<file path="src/rtl/dcache_pkg.sv">
// dcache_pkg
// Shared constants and types for the data-cache lookup/refill path.
//   - Address field widths and slice positions (tag/set/word).
//   - Line geometry (words per line, number of sets).
//   - Miss-controller state encoding.
//   - Small helpers to pull fields out of a byte address.
package dcache_pkg;

  localparam int ADDR_W     = 32;
  localparam int TAG_W      = 13;
  localparam int SET_W      = 7;
  localparam int WORD_W     = 3;

  localparam int TAG_LSB    = 12;
  localparam int SET_LSB    = 5;
  localparam int WORD_LSB   = 2;

  localparam int LINE_WORDS = 8;
  localparam int NUM_SETS   = 1 << SET_W;

  typedef enum logic [2:0] {
    ST_IDLE     = 3'd0,
    ST_LOOKUP   = 3'd1,
    ST_MISS_REQ = 3'd2,
    ST_FILL     = 3'd3,
    ST_TAG_WR   = 3'd4
  } miss_state_t;

  function automatic logic [TAG_W-1:0] addr_tag(input logic [ADDR_W-1:0] addr);
    return addr[TAG_LSB +: TAG_W];
  endfunction

  function automatic logic [SET_W-1:0] addr_set(input logic [ADDR_W-1:0] addr);
    return addr[SET_LSB +: SET_W];
  endfunction

  // Line-aligned fetch address: clear the word and byte offset bits.
  function automatic logic [ADDR_W-1:0] line_addr(input logic [ADDR_W-1:0] addr);
    return {addr[ADDR_W-1:SET_LSB], {SET_LSB{1'b0}}};
  endfunction

endpackage

</file>
<file path="src/rtl/lru_bits.sv">
// lru_bits
// One replacement bit per set for the 2-way cache. The stored bit names the
// way to evict next (0 = way 0, 1 = way 1).
// Ports:
//   clk, rst        clock, synchronous active-high reset (clears all bits)
//   rd_set, rd_bit  combinational read port indexed by set
//   we, wr_set,     single write port, takes effect on the next clock edge
//   wr_bit
module lru_bits
  import dcache_pkg::*;
(
  input  logic             clk,
  input  logic             rst,
  input  logic [SET_W-1:0] rd_set,
  output logic             rd_bit,
  input  logic             we,
  input  logic [SET_W-1:0] wr_set,
  input  logic             wr_bit
);

  logic [NUM_SETS-1:0] bits_q;

  always_ff @(posedge clk) begin
    if (rst) begin
      bits_q <= '0;
    end else if (we) begin
      bits_q[wr_set] <= wr_bit;
    end
  end

  assign rd_bit = bits_q[rd_set];

endmodule

</file>
<file path="src/rtl/dcache_miss_ctrl.sv">
// dcache_miss_ctrl
// Lookup and refill controller for the 2-way set-associative data cache.
// Takes one CPU access at a time, compares the tags of both ways, and on a
// miss picks a victim, fetches the 8-word line, streams it into the data
// array and finally writes the new tag/valid into the tags file.
// Ports:
//   clk, rst                      clock, synchronous active-high reset
//   req_valid/req_addr/req_ready  CPU access handshake
//   resp_valid/resp_hit/resp_way  one-cycle completion pulse
//   tf_*                          tags-file read address, write controls and
//                                 registered read data (one-cycle latency)
//   mem_req/mem_addr/mem_ack      line fetch request handshake
//   mem_rvalid/mem_rdata          fill data beats
//   fill_*                        data-array write port
module dcache_miss_ctrl
  import dcache_pkg::*;
(
  input  logic              clk,
  input  logic              rst,
  input  logic              req_valid,
  input  logic [ADDR_W-1:0] req_addr,
  output logic              req_ready,
  output logic              resp_valid,
  output logic              resp_hit,
  output logic              resp_way,
  output logic              tf_we,
  output logic              tf_set_element,
  output logic              tf_valid_in,
  output logic [SET_W-1:0]  tf_set_addr,
  output logic [TAG_W-1:0]  tf_tag_in,
  input  logic [TAG_W-1:0]  tf_tag_out0,
  input  logic [TAG_W-1:0]  tf_tag_out1,
  input  logic              tf_valid_out0,
  input  logic              tf_valid_out1,
  output logic              mem_req,
  output logic [ADDR_W-1:0] mem_addr,
  input  logic              mem_ack,
  input  logic              mem_rvalid,
  input  logic [31:0]       mem_rdata,
  output logic              fill_we,
  output logic              fill_way,
  output logic [SET_W-1:0]  fill_set,
  output logic [WORD_W-1:0] fill_word,
  output logic [31:0]       fill_data
);

  miss_state_t       state_q;
  logic [ADDR_W-1:0] addr_q;
  logic              victim_q;
  logic [WORD_W-1:0] beat_q;

  logic [TAG_W-1:0]  tag_q;
  logic [SET_W-1:0]  set_q;
  logic              hit0;
  logic              hit1;
  logic              lookup_hit;
  logic              hit_way;
  logic              miss_victim;
  logic              lru_rd;
  logic              lru_we;
  logic              lru_wr_bit;
  logic              last_beat;
  logic              active;

  // The byte/word offset is never needed: fill order comes from the beat
  // counter and the fetch address is line aligned.
  logic              unused_offset_bits;
  assign unused_offset_bits = ^{req_addr[SET_LSB-1:0], addr_q[SET_LSB-1:0]};

  assign tag_q = addr_tag(addr_q);
  assign set_q = addr_set(addr_q);

  // Every outward strobe is gated by rst so a reset in any state is quiet
  // in the very cycle it is asserted, not only after the state register
  // has been cleared.
  assign active = ~rst;

  // Tag compare on the registered tags-file outputs. If both ways ever
  // matched, way 0 is reported.
  assign hit0       = tf_valid_out0 & (tf_tag_out0 == tag_q);
  assign hit1       = tf_valid_out1 & (tf_tag_out1 == tag_q);
  assign lookup_hit = hit0 | hit1;
  assign hit_way    = ~hit0;

  // Victim choice: fill an empty way first, otherwise follow the LRU bit.
  assign miss_victim = ~tf_valid_out0 ? 1'b0 :
                       ~tf_valid_out1 ? 1'b1 : lru_rd;

  assign last_beat = (beat_q == WORD_W'(LINE_WORDS - 1));

  // The LRU bit is pointed at the way that was not just used, both on a
  // hit and when a refilled line is installed.
  assign lru_we     = active & (((state_q == ST_LOOKUP) & lookup_hit) |
                                (state_q == ST_TAG_WR));
  assign lru_wr_bit = (state_q == ST_TAG_WR) ? ~victim_q : ~hit_way;

  lru_bits u_lru_bits (
    .clk    (clk),
    .rst    (rst),
    .rd_set (set_q),
    .rd_bit (lru_rd),
    .we     (lru_we),
    .wr_set (set_q),
    .wr_bit (lru_wr_bit)
  );

  // Main controller. The address is latched on accept and held until the
  // access completes, so mem_addr and the tags-file set stay stable for
  // the whole miss.
  always_ff @(posedge clk) begin
    if (rst) begin
      state_q  <= ST_IDLE;
      addr_q   <= '0;
      victim_q <= 1'b0;
      beat_q   <= '0;
    end else begin
      case (state_q)
        ST_IDLE: begin
          if (req_valid) begin
            addr_q  <= req_addr;
            state_q <= ST_LOOKUP;
          end
        end
        ST_LOOKUP: begin
          if (lookup_hit) begin
            state_q <= ST_IDLE;
          end else begin
            victim_q <= miss_victim;
            state_q  <= ST_MISS_REQ;
          end
        end
        ST_MISS_REQ: begin
          if (mem_ack) begin
            beat_q  <= '0;
            state_q <= ST_FILL;
          end
        end
        ST_FILL: begin
          // Beats may arrive with gaps; only mem_rvalid advances the line.
          if (mem_rvalid) begin
            beat_q <= beat_q + WORD_W'(1);
            if (last_beat) begin
              state_q <= ST_TAG_WR;
            end
          end
        end
        ST_TAG_WR: begin
          state_q <= ST_IDLE;
        end
        default: begin
          state_q <= ST_IDLE;
        end
      endcase
    end
  end

  // Output decode. In IDLE the tags file is addressed straight from the
  // request so its data is ready in LOOKUP, one cycle after accept.
  always_comb begin
    req_ready      = 1'b0;
    resp_valid     = 1'b0;
    resp_hit       = 1'b0;
    resp_way       = 1'b0;
    tf_we          = 1'b0;
    tf_set_element = 1'b0;
    tf_valid_in    = 1'b0;
    tf_set_addr    = '0;
    tf_tag_in      = '0;
    mem_req        = 1'b0;
    mem_addr       = '0;
    fill_we        = 1'b0;
    fill_way       = 1'b0;
    fill_set       = '0;
    fill_word      = '0;
    fill_data      = '0;

    if (active) begin
      tf_set_addr = (state_q == ST_IDLE) ? addr_set(req_addr) : set_q;
      mem_addr    = line_addr(addr_q);
      fill_way    = victim_q;
      fill_set    = set_q;
      fill_word   = beat_q;

      case (state_q)
        ST_IDLE: begin
          req_ready = 1'b1;
        end
        ST_LOOKUP: begin
          if (lookup_hit) begin
            resp_valid = 1'b1;
            resp_hit   = 1'b1;
            resp_way   = hit_way;
          end
        end
        ST_MISS_REQ: begin
          mem_req = 1'b1;
        end
        ST_FILL: begin
          fill_we   = mem_rvalid;
          fill_data = mem_rdata;
        end
        ST_TAG_WR: begin
          tf_we          = 1'b1;
          tf_set_element = victim_q;
          tf_tag_in      = tag_q;
          tf_valid_in    = 1'b1;
          resp_valid     = 1'b1;
          resp_hit       = 1'b0;
          resp_way       = victim_q;
        end
        default: begin
        end
      endcase
    end
  end

endmodule

</file>
<file path="config.mk">
export PLATFORM = sky130hd
export DESIGN_NAME = dcache_miss_ctrl
export DESIGN_NICKNAME = d
export VERILOG_FILES = /design/src/rtl/dcache_pkg.sv /design/src/rtl/lru_bits.sv /design/src/rtl/dcache_miss_ctrl.sv
export SDC_FILE = /design/constraint.sdc
export NUM_CORES = 1
export LEC_CHECK = 0
export ABC_AREA = 1
export CORE_AREA = 2 2 160 162
export DETAILED_ROUTE_END_ITERATION = 7
export DIE_AREA = 0 0 162 164
export PLACE_DENSITY = 0.63
export SYNTH_ARGS = -nofsm -noshare
export SYNTH_HDL_FRONTEND = slang
export SYNTH_SLANG_ARGS = --single-unit
</file>
<file path="constraint.sdc">
create_clock -name clk -period 3.6 [get_ports clk]
set_input_delay 1.08 -clock clk [delete_from_list [all_inputs] [get_ports clk]]
set_output_delay 1.08 -clock clk [all_outputs]
set_load 0.01 [all_outputs]
</file>
=== Word-level counts from Yosys, hierarchy flattened ===
Index checks and enable logic that the tools add are counted.

* Register bits after elaboration: 167
* Input port bits: 97
* Output and inout port bits: 104
* Word-level logic and storage cells: 81

* Add/subtract/negate cells: 1
* Order comparisons: 2
* Equality and inequality tests: 11
* Muxes and demuxes: 45
* Bitwise gates (word level): 10
* Reductions and logical operators: 7

{| class="wikitable"
|+ Operator list
! kind !! count
|-
| bitwise mux 128 bit || 1
|-
| 2-to-1 mux 32 bit || 3
|-
| == test 13 bit || 2
|-
| 2-to-1 mux 13 bit || 2
|-
| 2-to-1 mux 1 bit || 22
|-
| 2-to-1 mux 3 bit || 7
|-
| 2-to-1 mux 7 bit || 3
|-
| one-hot mux 3 bit (4 select lines) || 1
|-
| less-than comparator 7 x 8 -> 1 bit, second input constant || 1
|-
| inequality test 2 bit, second input constant || 4
|-
| binary-select mux 1 bit (select 7 bit) || 1
|-
| demux 1 bit (select 7 bit) || 1
|-
| >= comparator 7 x 1 -> 1 bit, second input constant || 1
|-
| == test 3 x 2 -> 1 bit, second input constant || 2
|-
| == test 3 bit, second input constant || 2
|-
| one-hot mux 3 bit (2 select lines) || 1
|-
| bitwise AND 1 bit || 4
|-
| inverter 1 bit || 4
|-
| one-hot mux 1 bit (2 select lines) || 2
|-
| AND reduction 2 bit || 2
|-
| AND reduction 4 bit || 1
|-
| adder 3 x 1 -> 3 bit, second input constant || 1
|-
| == test 3 x 1 -> 1 bit, second input constant || 1
|-
| logical NOT 3 bit || 1
|-
| other kinds (5) || 6
|}

=== Longest topological paths before layout ===
* Word-level depth: 6
* Mapped depth: 17
* Mapped depth without buffers: 15

=== Hierarchy ===
A second synthesis with hierarchy kept.

* Cell total of the unflattened synthesis: 1436
* Area total of the unflattened synthesis: 9170.0 um2

{| class="wikitable"
|+ Modules (own cells, without submodules)
! module !! instances !! cells each !! area each (um2)
|-
| lru_bits || 1 || 938 || 6437.4
|-
| dcache_miss_ctrl || 1 || 498 || 2732.6
|}

=== Worst setup path before layout ===
Ideal clock, no wire load.

* Path kind: input port to output port
* Start point: input tf_tag_out0[7]
* End point: output resp_valid
* Arrival time: 2091 ps
* Slack: 429 ps
* Cell stages on the path: 12
* Cell sequence: inv_1 nand2_1 o21ai_0 nor2_1 nand3_1 nor2_1 nand2_2 nand2_2 nand2_2 nand2_4 buf_6 buf_4

* Cells in the longest elaborated chain, start to end: 6

{| class="wikitable"
|+ Ends and longest elaborated chain
! what !! line !! source
|-
| start, declared || dcache_miss_ctrl.sv:31 || <nowiki>input logic [TAG_W-1:0] tf_tag_out0,</nowiki>
|-
| == test 13 bit || dcache_miss_ctrl.sv:80 || <nowiki>assign hit0 = tf_valid_out0 & (tf_tag_out0 == tag_q);</nowiki>
|-
| bitwise AND 1 bit || dcache_miss_ctrl.sv:80 ||
|-
| OR 1 bit || dcache_miss_ctrl.sv:82 || <nowiki>assign lookup_hit = hit0 | hit1;</nowiki>
|-
| 2-to-1 mux 1 bit || dcache_miss_ctrl.sv:189 || <nowiki>if (lookup_hit) begin</nowiki>
|-
| one-hot mux 1 bit (2 select lines) || dcache_miss_ctrl.sv:184 || <nowiki>case (state_q)</nowiki>
|-
| 2-to-1 mux 1 bit || dcache_miss_ctrl.sv:177 || <nowiki>if (active) begin</nowiki>
|-
| end, declared || dcache_miss_ctrl.sv:23 || <nowiki>output logic resp_valid,</nowiki>
|}

No other way between the ends.

=== Worst setup path in the final report ===
* Start point: input tf_tag_out1[9]
* End point: output resp_valid

* Cells in the longest elaborated chain, start to end: 6

{| class="wikitable"
|+ Ends and longest elaborated chain
! what !! line !! source
|-
| start, declared || dcache_miss_ctrl.sv:32 || <nowiki>input logic [TAG_W-1:0] tf_tag_out1,</nowiki>
|-
| == test 13 bit || dcache_miss_ctrl.sv:81 || <nowiki>assign hit1 = tf_valid_out1 & (tf_tag_out1 == tag_q);</nowiki>
|-
| bitwise AND 1 bit || dcache_miss_ctrl.sv:81 ||
|-
| OR 1 bit || dcache_miss_ctrl.sv:82 ||
|-
| 2-to-1 mux 1 bit || dcache_miss_ctrl.sv:189 ||
|-
| one-hot mux 1 bit (2 select lines) || dcache_miss_ctrl.sv:184 ||
|-
| 2-to-1 mux 1 bit || dcache_miss_ctrl.sv:177 ||
|}

No other way between the ends.

==> flow_summary.yaml <==
sta:
  final-hold-violation-count: 0
  fin_worst_skew_ps: 7.817
  rsz0062_at_grt: "no"
  fin_crit_sh: 0.9627
  drv_slew: 0
  worst_slew_pin_slew_ps: 900.5
  max-slew-margin-rel: 0.3982
  layout_min_cycle_time_ps: 3466
  setup_tns_ps: 0
  setup_viol_count_final: 0
  worst_slack_ps: 134.5
  fmax_mhz: 288.6
power:
  ir_drop_mv: 0.2275
  combPwrFrac: 0.254
  switching_power_mw: 1.689
  finalPower_mw: 5.226
  power.density_mw_per_mm2: 415.0
  cellInternalPower_mw: 3.537
  total_leakage_power_nw: 5.030
  p_sw_frac: 0.3232
  p_seq_frac: 0.369
  clkPwrFrac: 0.377
logic_synthesis:
  syn_inst: 1660
  yosysWarnings: 0
  async_flop_share: 0
  synth-main-ff-cell: "dfxtp_1"
  synth_edf_count: 0
  synth.distinct_cells: 38
  synth.avg_cell_area_um2: 5.915
  synth_seq_cells: 162
  synth_area_mm2: 0.009818
  ys_seq_area_frac: 0.3303
job:
  drv_cap: 0
clocking:
  cts.path.max_buffers: 2
  clk_pin_slew_worst_paths_ps: 70
  htreeDepth: 4
  cts.sinks: 162
  cts_root_buffer: "clkbuf_16"
  cts_tree: "done"
  numCtsBuffers: 17
  clk_latency_ps: 420
hold_path:
  min_from: "addr_q[29]$_SDFFE_PP0P_"
  hp-class: "flip-flop to flip-flop"
  holdPathEnd: "addr_q[29]$_SDFFE_PP0P_"
  hold_depth: 2
critical_path:
  r2r_slack_ps: 890
  crit_path_end_kind: "output port"
  timing.rr.end: "u_lru_bits.bits_q[94]$_SDFFE_PP0P_"
  start_kind: "input port"
  critical_path_class: "input port to output port"
  required_ps: 2520
  reg2regPathDepth: 6
  critical_path.startpoint: "tf_tag_out1[9]"
  critPathMaxFanout: 3
  worstReg2RegStart: "addr_q[7]$_SDFFE_PP0P_"
  critPathArrivalTime_ps: 2390
layout:
  final_util: 0.5075
  layout.cells.non_filler: 2157
  syn_to_final_growth_pct: 28.28
  diodes: 0
  layout-drive-gt1-share: 0.07389
  fin_nets: 1913
place:
  dp_slack_ps: -580.2
  dp_cells: 2124
  dpl.hpwl_um: 21330
  port_buffers: 190
  gp_congestion: 0.8781
routing:
  avgViaCountPerCell: 4.979
  drt-initial-drc-count: 763
  drt_wl_total_um: 32630
  drc: 0
  antenna_left: 0
  routedWlPerCell_um: 15.13
  first_pass_iters: 5
  vias: 10740
floorplan:
  std_cell_rows: 58
  dieArea_mm2: 0.02657
  core-area_mm2: 0.02482
  initial_utilization: 0.3956
  die_x_um: 162
  pin_count: 201
  dieHeight_um: 164
grt:
  grt_pass1_wl_um: 51980
  overflow: 0
  antenna_found_initial: 0
  grt_pass1_vias: 10060
  grt_max_degree: 147
  grt_usage: 0.2432
status:
  outcome: "finished, final reports clean"
==> power by group through the flow <==
| stage | sequential [mW] | clock [mW] | combinational (mW) |
|---|---|---|---|
| after floorplan | 1.93 | 0 | 0.731 |
| after global placement | 1.97 | 0 | 1.32 |
| after detailed placement | 1.97 | 0 | 1.32 |
| after CTS | 1.93 | 2.00 | 1.33 |
| after global routing | 1.93 | 2.07 | 1.45 |
| final | 1.93 | 1.97 | 1.33 |
==> sequential cells by signal, summed over array words and instances, names as in the netlist <==
| register | flops |
|---|---|
| addr_q | 27 |
| beat_q | 3 |
| state_q | 3 |
| u_lru_bits.bits_q | 128 |
| victim_q | 1 |
==> cell usage after synthesis, types with 2 or more instances <==
cell	count	area (um2)
buf_4	27	202.7
nor2_2	3	18.77
o22ai_1	7	43.79
nor3_1	3	15.01
dfxtp_1	162	3243
buf_6	12	135.1
or2_1	2	12.51
nand2_2	3	18.77
nand2_1	541	2031
buf_2	25	125.1
nand3_1	143	715.7
ha_1	2	25.02
o21ai_0	45	225.2
buf_1	3	11.26
xnor2_1	5	43.79
a21oi_1	158	790.8
inv_1	130	488.0
nand3_2	10	100.1
clkbuf_1	43	161.4
nor2_1	286	1074
o21ai_1	5	25.02
or2_2	6	37.54
nor3_2	2	20.02
o221ai_1	2	17.52
inv_2	14	52.55
xor2_1	3	26.28
o211ai_1	7	52.55
==> critical path, stage by stage <==
cell and delay [ps]:
dlygate4sd2_1 250, nand2_1 60, o21ai_1 60, nor2_2 160, nand2_1 90, nor2_2 110
nand2_2 110, nand2_2 110, nand2_2 70, buf_6 130, nand2_8 50, buf_6 110
==> how the worst max path moves through the flow <==
stage,endpoint,slack (ps),cells after the start
after floorplan,resp_valid,430,12
after global placement,resp_way,-590,10
after detailed placement,resp_way,-580,10
after CTS,resp_valid,1,12
after global routing,resp_valid,5,13
final,resp_valid,130,12
==> metal layers <==
layer	global-route usage	wire length, um	up-vias	share of wire
li1	-	-	5495	-
met4	0.07200	729	0	0.022
met5	0	0	-	0
met1	0.3131	14280	4828	0.44
met2	0.4027	15160	366	0.46
met3	0.06136	2463	51	0.075
==> kinds of logic (layout without fill, tap and decap cells) <==
family	after synthesis	after routing	share of synthesized area
DFF	162	162	0.3303
and+or+nand+nor	1002	1002	0.4142
AOI/OAI and AO/OA	228	228	0.1217
buffers and inverters	257	420	0.1237
xor gates and xnor gates	8	8	0.007137
adders and majority gates	2	2	0.002548
other	1	5	0.0003819
==> stage by stage <==
stage / cell area (um2) / hold slack, ps
after detailed placement: 11940 / 446.1
after global placement: 11940 / 438.6
after floorplan: 9833 / 430.3
after CTS: 12560 / 457.7
after global routing: 12590 / 472.3
final: 12590 / 457.7
==> layout make-up <==
| cell class | instances | area [um2] |
|---|---|---|
| flip-flops and latches | 162 | 3244 |
| well taps | 330 | 412.9 |
| inverters | 145 | 544.3 |
| repair buffers | 243 | 2365 |
| fillers | 2611 | 12220 |
| multi-input cells | 1245 | 5399 |
| clock inverters | 10 | 155.1 |
| clock buffers | 22 | 474.2 |
==> cells in the final DEF, fill, tap and decap left out, types with 16 or more instances in the layout <==
master / synthesis / final
inv_1: 130 / 128
nand3_1: 143 / 143
nor2_1: 286 / 281
dlygate4sd2_1: 0 / 16
dfxtp_1: 162 / 161
clkbuf_16: 0 / 17
a21oi_1: 158 / 158
nand2_1: 541 / 540
o21ai_0: 45 / 37
buf_4: 27 / 48
clkdlybuf4s50_1: 0 / 158
==> what timing repair did <==
| action | 4_1_cts | 5_1_grt |
|---|---|---|
| hold endpoints to repair | 0 | 0 |
| gates cloned | 0 | 0 |
| pin swaps | 20 | 17 |
| setup endpoints to repair | 3 | 3 |
| setup buffers | 0 | 1 |
| gates resized for setup | 32 | 20 |
| hold buffers | 0 | 0 |
Power figures use the tool's default switching activity.
==> variant 1 (same flow settings) <==
Set the package constant `WORD_W` to 6 (it was 3).
--- a/src/rtl/dcache_pkg.sv
+++ b/src/rtl/dcache_pkg.sv
@@ -10,5 +10,5 @@
   localparam int TAG_W      = 13;
   localparam int SET_W      = 7;
-  localparam int WORD_W     = 3;
+  localparam int WORD_W     = 6;
 
   localparam int TAG_LSB    = 12;
Interface: changed (resized fill_word); port bits go from 201 to 204. No check against the original RTL was run, so the function may have changed too.
==> variant 1 against the unedited design <==
Setup slack got worse by 83 ps; cell area increased by 0.90%; area after synthesis about the same; routed wire length increased by 3.8%; sequential cell count increased by 3; highest routed layer is now met5; core utilization increased by 0.46 points; power increased by 14%.
==> variant 1: results (changes against the unedited design) <==
Outcome
• result of the run: completed

Detailed routing
• vias per std cell: 5.11, +2.7%
• highest signal layer in the routed design: met5
• wire per inst: 15.5 um, +2.6%
• routed metal-1 wirelength: 14.5 mm, +1.2%
• WL met3: 2.73 mm, +11%

STA
• relative max-transition margin: 34.0%, -5.9 points

GRT
• largest net degree at the start of global routing: 163, +11%
• number of global-route vias before repair: 10104, +0.41%
• Total Routing Usage GR: 25.0%, +0.71 points
• routing usage on met1: 32.3%, +1.0 points
• GR Layer Usage met2: 42.0%, +1.7 points
• antenna violations before repair: 2, +2
• global-route wire length before repair: 52.7 mm, +1.5%
• global routing met3 resource utilization: 5.45%, -0.68 points

Worst setup path
• reg-to-reg critical path endpoint: u_lru_bits.bits_q[86]
• Worst path slowest cell: sky130_fd_sc_hd__clkdlybuf4s50_1
• FF-to-FF setup slack: 970 ps, +80 ps
• endpoint arrival time on the critical path: 2470 ps, +80 ps
• delay contributed by the slowest stage of the critical path: 450 ps, +200 ps
• Worst R2R Start: addr_q[12]
• count of cells along the worst register-to-register path: 14, +8

Placement
• dpl hpwl: 21.9 mm, +2.7%
• total of buffers placed on input and output ports: 193, +1.6%
• global placer's final weighted congestion: 0.890, +1.4%

Yosys
• compound-cell area share of the yosys netlist: 12.0%, -0.15 points
• top area cells in the synthesized netlist: sky130_fd_sc_hd__dfxtp_1 34%, sky130_fd_sc_hd__nand2_1 21%, sky130_fd_sc_hd__nor2_1 11%
• sequential fraction of the synthesis area: 33.7%, +0.63 points
• most frequent cells after synthesis: 560 x sky130_fd_sc_hd__nand2_1, 288 x sky130_fd_sc_hd__nor2_1, 165 x sky130_fd_sc_hd__dfxtp_1
• synth unique cells: 35, -7.9%
• xor-xnor portion of the synthesized cell area: 0.714%, about the same

Cells and area
• Filler Cell Count: 2589, -0.84%
• final layout net count: 1938, +1.3%
• proportion of layout cells with a drive suffix above 1: 6.16%, -1.2 points
• largest registers in the final layout: u_lru_bits.bits_q x128, addr_q x27, beat_q x6

Hold path
• Worst Hold End: addr_q[27]
• startpoint of the worst hold path: addr_q[27]

Power
• Leakage: 5.04 nW, +0.20%

[variant 1: timing repair]
item	4_1_cts	5_1_grt
gates resized for setup	17	27
pin swaps	5	18
setup endpoints to repair	3	3
setup buffers	1	0
[variant 1: area by class of cell]
class	instances	area share, %
multi-input combinational	1267	42.9
sequential	165	26.0
timing repair buffer	241	18.9
inverter	148	4.37
clock buffer	22	3.73
tap	330	3.25
clock inverter	9	0.807
[variant 1: worst max path at each step]
stage,startpoint,endpoint,depth (start not counted)
after floorplan,tf_tag_out0[11],resp_valid,10
after global placement,tf_tag_out1[3],resp_hit,12
after detailed placement,tf_tag_out1[3],resp_hit,12
after CTS,tf_tag_out1[1],resp_valid,11
after global routing,tf_tag_out1[5],resp_valid,12
final,tf_tag_out1[5],resp_valid,12
[variant 1: stage by stage]
step                      cell area, um2  utilization [%]  setup WS, ps  instances  hold WS, ps
after floorplan                     9830                -           391       1693          430
after detailed placement           12000             48.5          -527       2150          446
after global routing               12700             51.2         -12.8       2182          469
after global placement             12000             48.5          -503       2150          441
after CTS                          12600             50.9          7.18       2182          457
final                              12700             51.2          51.1       2182          452
[variant 1: logic make-up after synthesis]
family | after synthesis
AO/OA/AOI/OAI | 224
XOR/XNOR | 8
adder cells (fa/ha/maj) | 1
buffers and inverters | 261
flip-flops | 165
other | 1
AND/OR/NAND/NOR | 1029
[variant 1: critical path, delay by kind of cell]
| family | cells | cell delay (ps) |
|---|---|---|
| compound gates | 1 | 70 |
| buf+inv | 3 | 600 |
| simple gates | 8 | 710 |
[variant 1: power by group]
part           internal, mW  leakage, nW  switching (mW)
Combinational         0.699         3.43            1.41
Clock                  1.07        0.278           0.765
Sequential             1.93         1.34          0.0774
Total                  3.70         5.04            2.25
==> variant 2 (same settings) <==
Without the edit above. The 5 states of `miss_state_t` get a Gray code encoding in 3 bits.
--- a/src/rtl/dcache_pkg.sv
+++ b/src/rtl/dcache_pkg.sv
@@ -20,9 +20,9 @@
 
   typedef enum logic [2:0] {
-    ST_IDLE     = 3'd0,
-    ST_LOOKUP   = 3'd1,
-    ST_MISS_REQ = 3'd2,
-    ST_FILL     = 3'd3,
-    ST_TAG_WR   = 3'd4
+    ST_IDLE     = 3'b000,
+    ST_LOOKUP   = 3'b001,
+    ST_MISS_REQ = 3'b011,
+    ST_FILL     = 3'b010,
+    ST_TAG_WR   = 3'b110
   } miss_state_t;
 
Formal check against the unedited RTL: no difference found for any inputs over 4 cycles, from zero or initial values and one cycle with rst high; so few cycles prove little.
==> variant 2 against the unedited design <==
Cell area is 0.21% lower; core utilization decreased by 0.11 points; routed wire length rose by 3.6%; sequential power up 4%; area after synthesis decreased by 0.88%; cell count is essentially flat; power grew 18%; fmax decreased by 0.98%; sequential cell count stayed put; clock skew fell by 0.82 ps; first-iteration DRC count grew 5.9%; setup slack got worse by 34 ps; critical path depth shrank 5.
==> variant 2: results (changes against the unedited design) <==
STA
• Setup Skew: 6.99 ps, -0.825 ps
• Slew @ Worst Pin: 945 ps, +44.6 ps
• hold slack: 457 ps, -0.423 ps

Worst setup path
• Worst R2R Start: addr_q[21]
• Worst path slowest cell: sky130_fd_sc_hd__clkdlybuf4s50_1
• maximum fanout along the worst path: 17, +14
• Setup crit start: rst
• reg-to-reg critical path endpoint: u_lru_bits.bits_q[85]
• FF-to-FF setup slack: 960 ps, +70 ps
• count of cells along the worst register-to-register path: 15, +9
• delay contributed by the slowest stage of the critical path: 560 ps, +310 ps

Yosys
• Yosys Warn Count: 0, unchanged
• Most used DFF post-synth: sky130_fd_sc_hd__dfxtp_1
• sequential fraction of the synthesis area: 33.3%, +0.29 points
• asr flop ratio synth: 0%, unchanged
• synth unique cells: 36, -5.3%
• most frequent cells after synthesis: 555 x sky130_fd_sc_hd__nand2_1, 279 x sky130_fd_sc_hd__nor2_1, 162 x sky130_fd_sc_hd__dfxtp_1
• top area cells in the synthesized netlist: sky130_fd_sc_hd__dfxtp_1 33%, sky130_fd_sc_hd__nand2_1 21%, sky130_fd_sc_hd__nor2_1 11%

GRT
• global routing met3 resource utilization: 5.25%, -0.88 points
• antenna violations before repair: 0, unchanged
• GR Layer Usage met2: 43.6%, +3.4 points
• Total Routing Usage GR: 24.8%, +0.46 points
• largest net degree at the start of global routing: 221, +50%
• routing usage on met1: 30.4%, -0.86 points
• number of global-route vias before repair: 9942, -1.2%
• global-route wire length before repair: 52.3 mm, +0.58%

Placement
• global placer's final weighted congestion: 0.847, -3.5%
• dpl hpwl: 21.4 mm, +0.40%
• total of buffers placed on input and output ports: 190, unchanged
• instance area after placement: 11900 um2, -0.55%

Cells and area
• final layout net count: 1912, -0.052%
• largest registers in the final layout: u_lru_bits.bits_q x128, addr_q x27
• proportion of layout cells with a drive suffix above 1: 6.74%, -0.65 points
• Antenna Diode Count: 0, unchanged

Clock tree
• number of gates resized after CTS: 27, -16%
• Worst-path clk slew: 60 ps
• number of buffers inserted during clock tree synthesis: 17, unchanged
• number of H-tree levels: 4, unchanged
• buffers from clock root to sink, at most: 2, unchanged
• # Post-CTS Setup Buffers: 0, unchanged
• clock network latency to the later pin of the worst-skew pair: 430 ps
• clock root cell: sky130_fd_sc_hd__clkbuf_16

Detailed routing
• WL met3: 2.40 mm, -2.7%
• met2 wire len: 16.9 mm, +12%
• highest signal layer in the routed design: met4
• DR iter-0 viols: 808, +5.9%
• vias per std cell: 5.05, +1.4%
• routed metal-1 wirelength: 14.0 mm, -1.9%
• wire per inst: 15.7 um, +3.7%
• First-pass DRT Iterations: 5, unchanged

Outcome
• result of the run: completed

Hold path
• startpoint of the worst hold path: u_lru_bits.bits_q[82]
• Worst Hold End: u_lru_bits.bits_q[82]
• worst min-delay path class: register to register

Power
• Leakage: 4.96 nW, -1.5%
• worst voltage drop across the vdd grid: 0.274 mV, +20%

## variant 2: final cells by class
| cell class | instances | area (um2) |
|---|---|---|
| Tap cell | 330 | 413 |
| Inverter | 143 | 537 |
| Timing Repair Buffer | 243 | 2410 |
| Clock buffer | 21 | 450 |
| Multi-Input combinational cell | 1246 | 5400 |
| Sequential cell | 162 | 3240 |
| Clock inverter | 10 | 111 |
| Fill cell | 2543 | 12300 |
## variant 2: where the power goes
part / internal (mW) / total (mW) / leakage (nW) / switching, mW
logic: 0.814 / 2.36 / 3.38 / 1.54
clock network: 1.03 / 1.79 / 0.269 / 0.760
registers: 1.91 / 2.00 / 1.31 / 0.0898
total: 3.76 / 6.15 / 4.96 / 2.39
## variant 2: kinds of logic (layout without fill, tap and decap cells)
kind of cell / count (synthesis) / in the layout / synth area share, %
AO/OA/AOI/OAI: 222 / 222 / 12.0
XOR/XNOR: 10 / 10 / 0.900
adder cells (fa/ha/maj): 2 / 2 / 0.257
buffers and inverters: 255 / 417 / 12.2
flip-flops: 162 / 162 / 33.3
other: 1 / 5 / 0.0385
AND/OR/NAND/NOR: 1007 / 1007 / 41.3
## variant 2: critical path, delay by kind of cell
| kind | cells | cell delay, ps |
|---|---|---|
| buffers and inverters | 5 | 1110 |
| and+or+nand+nor | 1 | 150 |
| AOI/OAI and AO/OA | 1 | 70 |
## variant 2: how the worst max path moves through the flow
stage                                 to  slack (ps)  depth (start not counted)
after detailed placement        resp_hit        -490                         12
after floorplan               resp_valid         420                         12
after global placement          resp_hit        -510                         12
final                     tf_set_addr[6]         100                          7
after global routing            resp_way         -10                         10
after CTS                       resp_way           6                          9
## variant 2: per-stage QoR
stage               setup WS [ps]  std cells
finish                        100       2155
global route                -9.53       2155
CTS                          5.76       2153
detailed placement           -491       2122
global placement             -515       2122
floorplan                     417       1663
